**config.mk**
```make
export PLATFORM = sky130hd
export DESIGN_NAME = pipeline_hazard_ctrl
export DESIGN_NICKNAME = d
export VERILOG_FILES = /design/src/rtl/pipeline_hazard_ctrl.sv
export SDC_FILE = /design/constraint.sdc
export NUM_CORES = 1
export LEC_CHECK = 0
export BUFFER_PORTS_ARGS = -buffer_cell sky130_fd_sc_hd__buf_2
export CAP_MARGIN = 20
export CORE_MARGIN = 5
export CORE_UTILIZATION = 47
export CTS_CLUSTER_SIZE = 20
export DETAILED_ROUTE_END_ITERATION = 6
export PLACE_DENSITY = 0.84
export SLEW_MARGIN = 5
export SYNTH_ARGS = -nofsm -noshare
export SYNTH_HDL_FRONTEND = slang
export SYNTH_SLANG_ARGS = --single-unit
```
**constraint.sdc**
```tcl
create_clock -name clk -period 2.9 [get_ports clk]
set_clock_uncertainty 0.2 [all_clocks]
set_input_delay 0.29 -clock clk [delete_from_list [all_inputs] [get_ports clk]]
set_output_delay 0.29 -clock clk [all_outputs]
set_load 0.05 [all_outputs]
```
**src/rtl/pipeline_hazard_ctrl.sv**
```systemverilog
// -----------------------------------------------------------------------------
// pipeline_hazard_ctrl
//   Central sequencer for a 5-stage RISC-V pipeline (IF/ID/EX/M/WB).
//   It gates the PC and IF_ID enables and inserts a bubble on a load-use
//   hazard. It squashes wrong-path instructions when a branch or jump is
//   taken in M. When the run request drops, it drains the in-flight
//   instructions before halting.
//
//   Optional feature macro: PERF_CNT_EN
//     Defined   -> stall_cnt / flush_cnt ports and saturating counters exist.
//     Undefined -> no counter ports and no counter flops.
//
// Parameters
//   DRAIN_CYCLES  cycles spent in DRAIN before IDLE (legal 1..15)
//   CNT_W         performance counter width (PERF_CNT_EN only)
//
// Ports
//   clk, srst          clock, synchronous active-high reset
//   enable             run request (level)
//   id_rs1, id_rs2     source registers of the instruction in ID
//   id_uses_rs2        ID instruction reads rs2
//   id_ex_rd           rd of the instruction in EX
//   id_ex_mem_read     EX instruction is a load
//   ex_m_branch/zero/jump  M-stage branch resolution inputs
//   pc_en, pc_redirect PC update enable / select branch-jump target
//   if_id_en           IF_ID register enable
//   if_id_flush        IF_ID loads NOP
//   id_ex_flush        ID_EX control fields load zero
//   ex_m_flush         EX_M control fields load zero
//   running, halted    state==RUN / state==IDLE
//   dbg_state          raw FSM state (IDLE=0, RUN=1, DRAIN=2)
//   stall_cnt          load-use stall cycles (PERF_CNT_EN)
//   flush_cnt          taken-redirect cycles (PERF_CNT_EN)
// -----------------------------------------------------------------------------
module pipeline_hazard_ctrl #(
  parameter int unsigned DRAIN_CYCLES = 4,
  parameter int unsigned CNT_W        = 32
) (
  input  logic             clk,
  input  logic             srst,
  input  logic             enable,
  input  logic [4:0]       id_rs1,
  input  logic [4:0]       id_rs2,
  input  logic             id_uses_rs2,
  input  logic [4:0]       id_ex_rd,
  input  logic             id_ex_mem_read,
  input  logic             ex_m_branch,
  input  logic             ex_m_zero,
  input  logic             ex_m_jump,
  output logic             pc_en,
  output logic             pc_redirect,
  output logic             if_id_en,
  output logic             if_id_flush,
  output logic             id_ex_flush,
  output logic             ex_m_flush,
  output logic             running,
  output logic             halted,
  output logic [1:0]       dbg_state
`ifdef PERF_CNT_EN
  ,
  output logic [CNT_W-1:0] stall_cnt,
  output logic [CNT_W-1:0] flush_cnt
`endif
);

  typedef enum logic [1:0] {
    IDLE  = 2'd0,
    RUN   = 2'd1,
    DRAIN = 2'd2
  } state_t;

  localparam logic [3:0] DRAIN_LOAD = 4'(DRAIN_CYCLES - 1);

  state_t     r_state;
  state_t     w_state_nxt;
  logic [3:0] r_dcnt;
  logic [3:0] w_dcnt_nxt;

  logic w_taken;
  logic w_luh;
  logic w_stall;

  // A taken branch/jump resolved in M.
  assign w_taken = (ex_m_branch & ex_m_zero) | ex_m_jump;

  // Load in EX whose rd feeds the instruction in ID; x0 never hazards.
  assign w_luh = id_ex_mem_read && (id_ex_rd != 5'd0) &&
                 ((id_ex_rd == id_rs1) || (id_uses_rs2 && (id_ex_rd == id_rs2)));

  // A stall only happens while instructions flow; taken squashes the
  // stalled instruction instead, so it is not a stall.
  assign w_stall = w_luh && !w_taken && (r_state != IDLE);

  always_ff @(posedge clk) begin
    if (srst) begin
      r_state <= IDLE;
      r_dcnt  <= 4'd0;
    end else begin
      r_state <= w_state_nxt;
      r_dcnt  <= w_dcnt_nxt;
    end
  end

  always_comb begin
    w_state_nxt = r_state;
    w_dcnt_nxt  = r_dcnt;
    pc_en       = 1'b0;
    pc_redirect = 1'b0;
    if_id_en    = 1'b0;
    if_id_flush = 1'b1;
    id_ex_flush = 1'b1;
    ex_m_flush  = 1'b0;

    unique case (r_state)
      IDLE: begin
        if (enable) begin
          w_state_nxt = RUN;
        end
      end

      RUN: begin
        pc_en       = 1'b1;
        if_id_en    = 1'b1;
        if_id_flush = 1'b0;
        id_ex_flush = 1'b0;
        if (w_taken) begin
          pc_redirect = 1'b1;
          if_id_flush = 1'b1;
          id_ex_flush = 1'b1;
          ex_m_flush  = 1'b1;
        end else if (w_luh) begin
          pc_en       = 1'b0;
          if_id_en    = 1'b0;
          id_ex_flush = 1'b1;
        end
        if (!enable) begin
          w_state_nxt = DRAIN;
          w_dcnt_nxt  = DRAIN_LOAD;
        end
      end

      DRAIN: begin
        // Bubbles enter ID while older instructions advance.
        if_id_en    = 1'b1;
        id_ex_flush = 1'b0;
        if (w_taken) begin
          // Redirect anyway so the PC holds the correct resume address.
          pc_en       = 1'b1;
          pc_redirect = 1'b1;
          id_ex_flush = 1'b1;
          ex_m_flush  = 1'b1;
        end else if (w_luh) begin
          // Hold IF_ID (no NOP overwrite) so the stalled instruction survives.
          if_id_en    = 1'b0;
          if_id_flush = 1'b0;
          id_ex_flush = 1'b1;
        end
        if (enable) begin
          w_state_nxt = RUN;
          w_dcnt_nxt  = 4'd0;
        end else if (r_dcnt == 4'd0) begin
          w_state_nxt = IDLE;
        end else begin
          w_dcnt_nxt = r_dcnt - 4'd1;
        end
      end

      default: begin
        w_state_nxt = IDLE;
        w_dcnt_nxt  = 4'd0;
      end
    endcase
  end

  assign running   = (r_state == RUN);
  assign halted    = (r_state == IDLE);
  assign dbg_state = r_state;

`ifdef PERF_CNT_EN
  logic [CNT_W-1:0] r_stall_cnt;
  logic [CNT_W-1:0] r_flush_cnt;

  // Saturating counters, cleared only by srst.
  always_ff @(posedge clk) begin
    if (srst) begin
      r_stall_cnt <= '0;
      r_flush_cnt <= '0;
    end else begin
      if (w_stall && (r_stall_cnt != '1)) begin
        r_stall_cnt <= r_stall_cnt + CNT_W'(1);
      end
      if (pc_redirect && (r_flush_cnt != '1)) begin
        r_flush_cnt <= r_flush_cnt + CNT_W'(1);
      end
    end
  end

  assign stall_cnt = r_stall_cnt;
  assign flush_cnt = r_flush_cnt;
`else
  logic w_unused;
  assign w_unused = w_stall;
`endif

endmodule

```
==> metrics.md, run 1 <==
| Metric | Value |
|---|---|
| FF-to-FF setup slack | approximately 1 ns |
| Pint | roughly 0.00022 W |
| Final hold violations | 0 |
| Post-CTS setup buffers | 0 |
| Total power | 0.000429 W |
| I/O pins | 33 |
| Depth of the CTS H-tree | 1 |
| Max_slew headroom | between 70% and 80% |
| Layout cells sized above 1 | between 30% and 40% |
| Nets@finish | between 100 and 150 |
| Row count | 13 |
| DP Area | 798 sq um |
| Vias/cell | between 5 and 6 |
| Number of CTS-inserted buffers | 3 |
| Resized cells post-CTS | 0 |
| Critical Path RT | around 2.4 ns |
| Syn Inst Count | 80 |
| Initial antenna violation count | 0 |
| P per Cell Area | roughly 520 nW/um^2 |
| Post-DRT Antenna Nets | 0 |
| Clk pwr share | 17.9% |
| Max Clk Rate | approximately 450 MHz |
| Routed WL per cell | 12.3 microns |
| Fin area | slightly above 800 sq um |
| Antenna Cells | 0 |
| Setup TNS | 0 ns |
| Critical path startpoint category | register |
| P&R area growth vs syn | 30.9% |
| Sequential fraction of the synthesis area | a little under a fifth |
| Final period util | between 70 and 80% |
| CTS hold repair buffers | 0 |
| Clock latency on the worst-skew pair | ~0.25 ns |
| Dpl hpwl | 1310 microns |
| CP Max Fanout | 7 |
| Switching power | ~0.00021 W |
| Max Cap Viol | 0 |
| Final core occ | a little under two thirds |
| Final Critical Period | about 2.2 ns |
| Cell Area, Synth | 627 sq um |
| Vias in the first global route | 619 |
| Drt pass-1 iters | 4 |
| CP arrival | ~1.7 ns |
| Initial DRC count | 10 |
| Status | complete, no violations |
| Reg power frac | between 20% and 30% |
| Die Width | between 40 and 50 microns |
| Yosys warns | 0 |
| Sw frac | around 48% |
| Drt drc | 0 |
| Reg clk slew, reported paths | around 0.04 ns |
| Core Box Area | between 1000 and 1500 sq um |
| Die Y | around 47 microns |
| Max rail drop VDD | around 0.36 mV |
| CP endpoint kind | output port |
| Via count | ~700 |
| Tot GR Track Use | between 15 and 20% |
| Final setup fails | 0 |
| Initial Utilization | between 40% and 50% |
| Avg Inst Size Synth | between 7 and 8 sq um |
| Placer Congestion | approximately 0.84 |
| Total clock sinks | 6 |
| CTS max path bufs | 2 |
| Total routed wirelength | 1580 microns |
| Pins Over Slew Limit | 0 |
| Buffers added on ports | 32 |
| TritonCTS clock tree | yes |
| Pin count of the biggest net entering global routing | 8 |
| Cell variety after synth | 29 |
| Overflow after GRT | 0 |
| Synthesized net count | roughly 110 |
| First-pass GRT wire length | about 2400 microns |
| Crit Path Class | reg -> out |
| Worst-margin pin slew | roughly 0.33 ns |
| Yosys reg bits | 6 |
| Root Driver | clkbuf_4 |
| Min-Delay Path Class | in -> reg |
| Logic pwr share | 58.9% |
| P_leak | ~0.35 nW |
| Area of the die | about 2200 sq um |
| RSZ-0062 raised after global routing | false |
[power groups by stage]
| stage | Sequential [W] | Combinational [W] | Clock (W) |
|---|---|---|---|
| 6_report | 0.0000997 | 0.000253 | 0.0000766 |
| 4_1_cts | 0.0000999 | 0.000253 | 0.0000806 |
| 2_1_floorplan | 0.000112 | 0.000184 | 0 |
| 5_1_grt | 0.000101 | 0.000272 | 0.0000877 |
| 3_5_place_dp | 0.000101 | 0.000252 | 0 |
| 3_3_place_gp | 0.000100 | 0.000249 | 0 |
[area by class of cell]
type,count,area [sq um]
clock buffers,3,22.5
fillers,117,464
well taps,15,18.8
repair buffers,32,160
inverters,5,18.8
multi-input cells,68,480
flip-flops and latches,6,120
[registers in the layout, summed over array words and instances (netlist names)]
name,count
dbg_state,2
r_dcnt,4
[cell families after synthesis]
logic type,count (synthesis),synth area share [%]
AOI/OAI and AO/OA,26,28.3
and+or+nand+nor,26,22.4
xor gates and xnor gates,10,14.0
buffers and inverters,6,4.19
adders and majority gates,6,12.0
DFF,6,19.2
[metal layers]
layer	vias to the layer above	share of wire (%)	GRT usage (%)
met4	0	2.8	11.9
li1	356	-	-
met2	37	42	26.1
met1	304	40	17.7
met5	-	0	0
met3	4	15	4.30
[synthesized netlist by cell type]
cell type | number | share of area, %
xnor2_1 | 10 | 14
nor2_1 | 8 | 4.8
a21oi_1 | 7 | 5.6
o21ai_0 | 7 | 5.6
dfxtp_1 | 6 | 19
ha_1 | 6 | 12
nand2_1 | 6 | 3.6
inv_1 | 5 | 3.0
nand3b_1 | 3 | 3.6
a211oi_1 | 2 | 2.4
nor3_1 | 2 | 1.6
a2111oi_0 | 1 | 1.4
a211oi_2 | 1 | 2.0
a21bo_2 | 1 | 1.6
a21boi_0 | 1 | 1.2
a21o_1 | 1 | 1.2
a22oi_1 | 1 | 1.2
a31o_2 | 1 | 1.4
and2_1 | 1 | 1.0
buf_4 | 1 | 1.2
nand2b_1 | 1 | 1.0
nand3_1 | 1 | 0.80
nand4_1 | 1 | 1.0
nor3b_1 | 1 | 1.2
nor3b_2 | 1 | 2.0
o21a_1 | 1 | 1.2
o21ai_4 | 1 | 2.6
o22ai_1 | 1 | 1.0
or3b_4 | 1 | 1.8
[through the flow]
step | setup WS, ns | std cells | hold WS, ns
6_report | 0.692 | 129 | 0.0963
5_1_grt | 0.536 | 129 | 0.0934
4_1_cts | 0.681 | 129 | 0.0885
3_5_place_dp | 0.954 | 126 | 0.306
3_3_place_gp | 0.994 | 126 | 0.283
2_1_floorplan | 0.0294 | 80 | 0.159
[worst paths after layout]
kind / from / endpoint / cells past startpoint
min reg2reg: r_dcnt[3]$_SDFFE_PP0P_ / r_dcnt[3]$_SDFFE_PP0P_ / 2
max: dbg_state[1]$_SDFFE_PP0P_ / pc_en / 6
min: srst / r_dcnt[0]$_SDFFE_PP0P_ / 2
max reg2reg: dbg_state[1]$_SDFFE_PP0P_ / r_dcnt[3]$_SDFFE_PP0P_ / 6
[cell usage in the layout, fill, tap and decap left out]
cell | netlist | final
a31o_2 | 1 | 1
and2_1 | 1 | 1
nor3b_1 | 1 | 1
xnor2_1 | 10 | 10
buf_2 | 0 | 32
o21ai_0 | 7 | 7
nand4_1 | 1 | 1
a21oi_1 | 7 | 7
a22oi_1 | 1 | 1
or3b_4 | 1 | 1
nand3b_1 | 3 | 3
a2111oi_0 | 1 | 1
o21ai_4 | 1 | 1
nand2_1 | 6 | 6
a211oi_2 | 1 | 1
nand2b_1 | 1 | 1
clkbuf_4 | 0 | 3
nor3b_2 | 1 | 1
a211oi_1 | 2 | 2
o22ai_1 | 1 | 1
o21a_1 | 1 | 1
a21bo_2 | 1 | 1
nand3_1 | 1 | 1
dfxtp_1 | 6 | 6
a21o_1 | 1 | 1
nor2_1 | 8 | 8
a21boi_0 | 1 | 1
nor3_1 | 2 | 2
ha_1 | 6 | 6
inv_1 | 5 | 5
[critical path, stage by stage (launching register included)]
cell,delay [ns]
dfxtp_1,0.40
inv_1,0.08
ha_1,0.39
o21a_1,0.15
o21ai_0,0.07
a21oi_1,0.11
buf_2,0.27
Power figures use the tool's default switching activity.
==> run 2: changes to the inputs <==
--- a/config.mk
+++ b/config.mk
@@ -5,13 +5,14 @@
 export SDC_FILE = /design/constraint.sdc
 export NUM_CORES = 1
 export LEC_CHECK = 0
+export ABC_AREA = 1
 export BUFFER_PORTS_ARGS = -buffer_cell sky130_fd_sc_hd__buf_2
 export CAP_MARGIN = 20
 export CORE_MARGIN = 5
-export CORE_UTILIZATION = 47
+export CORE_UTILIZATION = 41
 export CTS_CLUSTER_SIZE = 20
 export DETAILED_ROUTE_END_ITERATION = 6
-export PLACE_DENSITY = 0.84
+export PLACE_DENSITY = 0.76
 export SLEW_MARGIN = 5
 export SYNTH_ARGS = -nofsm -noshare
 export SYNTH_HDL_FRONTEND = slang
==> constraint.sdc (replaced) <==
create_clock -name clk -period 1.85 [get_ports clk]
set_clock_uncertainty 0.2 [all_clocks]
set_input_delay 0.185 -clock clk [delete_from_list [all_inputs] [get_ports clk]]
set_output_delay 0.185 -clock clk [all_outputs]
set_load 0.05 [all_outputs]
==> run 2 against run 1 <==
- critical path depth unchanged
- largest power group unchanged
- hold slack gained 0.084 ns
- synthesized area grew 12%
- via count is 21% higher
- setup slack got worse by 0.59 ns
- die area up 22%
- combinational power increased to 5.3 times the previous value
- flip-flop and latch count unchanged
==> metrics.md, run 2 <==
| Metric | Value |
|---|---|
| Pint | between 0.0006 and 0.0007 W |
| TritonCTS clock tree | yes |
| Hold slack | 0.180 ns |
| Drt drc | 0 |
| First-pass GRT wire length | roughly 2800 microns |
| Root Driver | clkbuf_4 |
| Overflow after GRT | 0 |
| Max Clk Rate | between 500 and 600 MHz |
| Max Cap Viol | 0 |
| Initial DRC count | 19 |
| Synthesized net count | 150 |
| Largest register FFs | 4 |
| CP max-delay cell | dfxtp_4 |
| Place WS | 0.211 ns |
| Max rail drop VDD | a little under 0.8 mV |
| Min-Delay Path Class | in -> reg |
| Cell Area, Synth | between 700 and 800 sq um |
| Die Width | 51.3 microns |
| P_leak | roughly 0.55 nW |
| Post-synth EDFFs | 0 |
| I/O pins | 33 |
| Area of the die | roughly 2600 sq um |
| Via count | between 800 and 900 |
| Async S/R FF share, synth | 0% |
| Depth of the CTS H-tree | 1 |
| Die Y | a little over 50 microns |
| Stages on worst setup path | 6 |
| Switching power | between 0.001 and 0.0015 W |
| Post-synth top cells | nand2_1, inv_1, nor2_1, a21oi_1, nand3_1 |
| Status | complete, no violations |
| Setup TNS | 0 ns |
| Clock latency on the worst-skew pair | approximately 0.25 ns |
| Pins Over Slew Limit | 0 |
| Critical Path RT | between 1 and 1.5 ns |
| Logic pwr share | roughly four fifths |
| Total clock sinks | 6 |
| Sw frac | ~60% |
| Critical path cell sequence | inv_2, ha_4, inv_2, a21oi_2, nand2_1, buf_4 |
| Final period util | roughly 94% |
| Avg Inst Size Synth | slightly below 6 sq um |
| Top reg by flops | r_dcnt |
| P&R area growth vs syn | 37.3% |
| Reg power frac | a little over an eighth |
| CP Max Fanout | 4 |
| Sequential fraction of the synthesis area | 17.1% |
| Cell taking the most area after synthesis | nand2_1 |
| Yosys warns | 0 |
| Family with the most delay on the worst path | flip-flops |
| Placed Cells | between 150 and 200 |
| Row count | 15 |
| Setup slack after layout | ~0.11 ns |
| Antenna Cells | 0 |
| Final hold violations | 0 |
| Count leader, synth | nand2_1 |
| Number of CTS-inserted buffers | 3 |
| Reg clk slew, reported paths | approximately 0.05 ns |
| Final Critical Period | between 1.5 and 2 ns |
| Tot GR Track Use | 13.9% |
| Max_slew headroom | 83.9% |
| Commonest non-fill, non-tap cell in the layout | nand2_1 |
| Crit Path Class | reg -> out |
| Core Box Area | ~1700 sq um |
| Vias/cell | slightly below 5 |
| Drt pass-1 iters | 4 |
| Buffers added on ports | 32 |
| Non-filler instance count after layout | 175 |
| Post-synth top area share | 18.8% |
| Vias in the first global route | roughly 720 |
| FF-to-FF path depth | 8 |
| P per Cell Area | approximately 1800 nW/um^2 |
| Clk pwr share | 7.9% |
| RSZ-0062 raised after global routing | false |
| Most common cell on crit path | inv_2 |
| Syn Inst Count | roughly 120 |
| Worst-margin pin slew | ~0.24 ns |
| Routed WL per cell | between 9 and 10 microns |
| Initial antenna violation count | 0 |
| Dpl hpwl | around 1400 microns |
| Synth area leaders | nand2_1, dfxtp_1, inv_1, ha_1, nor2_1 |
| Synth Flop Type | dfxtp_1 |
| Yosys reg bits | 6 |
| Layout cells sized above 1 | about 38% |
| Initial Utilization | about two fifths |
| CP arrival | roughly 1.4 ns |
| Cell variety after synth | 22 |
| Worst path max stage delay | ~0.36 ns |
| CP Buf/Inv Count | 3 |
| Hold depth | 5 |
| CTS max path bufs | 2 |
| Placer Congestion | 0.796 |
| Critical path startpoint category | register |
| Final setup fails | 0 |
| Pin count of the biggest net entering global routing | 7 |
| CP endpoint kind | output port |
| Post-CTS setup buffers | 0 |
| Post-DRT Antenna Nets | 0 |
| Total routed wirelength | ~1700 microns |
| Nets@finish | around 190 |
| Most frequent cells in the layout | nand2_1, buf_2, inv_1, nor2_1 |
## run 2: logic make-up after synthesis
kind of cell               share of synthesized area, %
and+or+nand+nor                                    40.7
buffers and inverters                              15.0
AOI/OAI and AO/OA                                  13.9
adders and majority gates                          10.7
DFF                                                17.1
xor gates and xnor gates                           2.50
## run 2: path summary, 6_finish.rpt
path | start | end | slack, ns
worst max-delay path | dbg_state[1]$_SDFFE_PP0P_ | if_id_flush | 0.11
worst min-delay path | enable | dbg_state[0]$_SDFFE_PP0P_ | 0.18
worst max register to register | dbg_state[1]$_SDFFE_PP0P_ | dbg_state[1]$_SDFFE_PP0P_ | 0.31
worst min register to register | dbg_state[0]$_SDFFE_PP0P_ | dbg_state[0]$_SDFFE_PP0P_ | 0.33
## run 2: metal layers
layer / vias to the layer above / routed length [microns] / GRT usage (%)
met5: - / 0 / 0
met4: 0 / 0 / 8.30
met3: 0 / 105 / 1.75
met2: 28 / 860 / 23.8
met1: 370 / 705 / 16.3
li1: 448 / - / -
## run 2: stage by stage
stage	area [sq um]	utilization [%]	total power, W
floorplan	737	-	0.00134
global placement	915	54.8	0.00153
detailed placement	915	54.8	0.00156
CTS	960	57.5	0.00173
global route	962	57.6	0.00186
finish	962	57.6	0.00173
## run 2: timing repair
item,CTS,global route
setup endpoints to repair,2,4
hold buffers,1,0
gates cloned,0,0
hold endpoints to repair,1,0
pin swaps,0,1
resized for setup,4,3
## run 2: layout make-up
cell class                 count  area (sq um)
timing repair buffer          34           183
sequential                     6           128
multi-input combinational     88           507
inverter                      26          97.6
fill                         167           708
tap                           17          21.3
clock buffer                   4          26.3
## run 2: worst register-to-register path: cells and delay by family (launching register included)
kind / cells / cell delay, ns
AOI/OAI and AO/OA: 4 / 0.41
DFF: 1 / 0.35
adders and majority gates: 1 / 0.25
buffers and inverters: 2 / 0.17
and+or+nand+nor: 1 / 0.08
## run 2: power by group through the flow
stage                     clock network [W]  registers, W  logic (W)
after floorplan                           0      0.000297    0.00104
after global placement                    0      0.000229    0.00130
after CTS                          0.000142      0.000230    0.00136
final                              0.000137      0.000234    0.00135
after detailed placement                  0      0.000232    0.00132
after global routing               0.000154      0.000241    0.00147
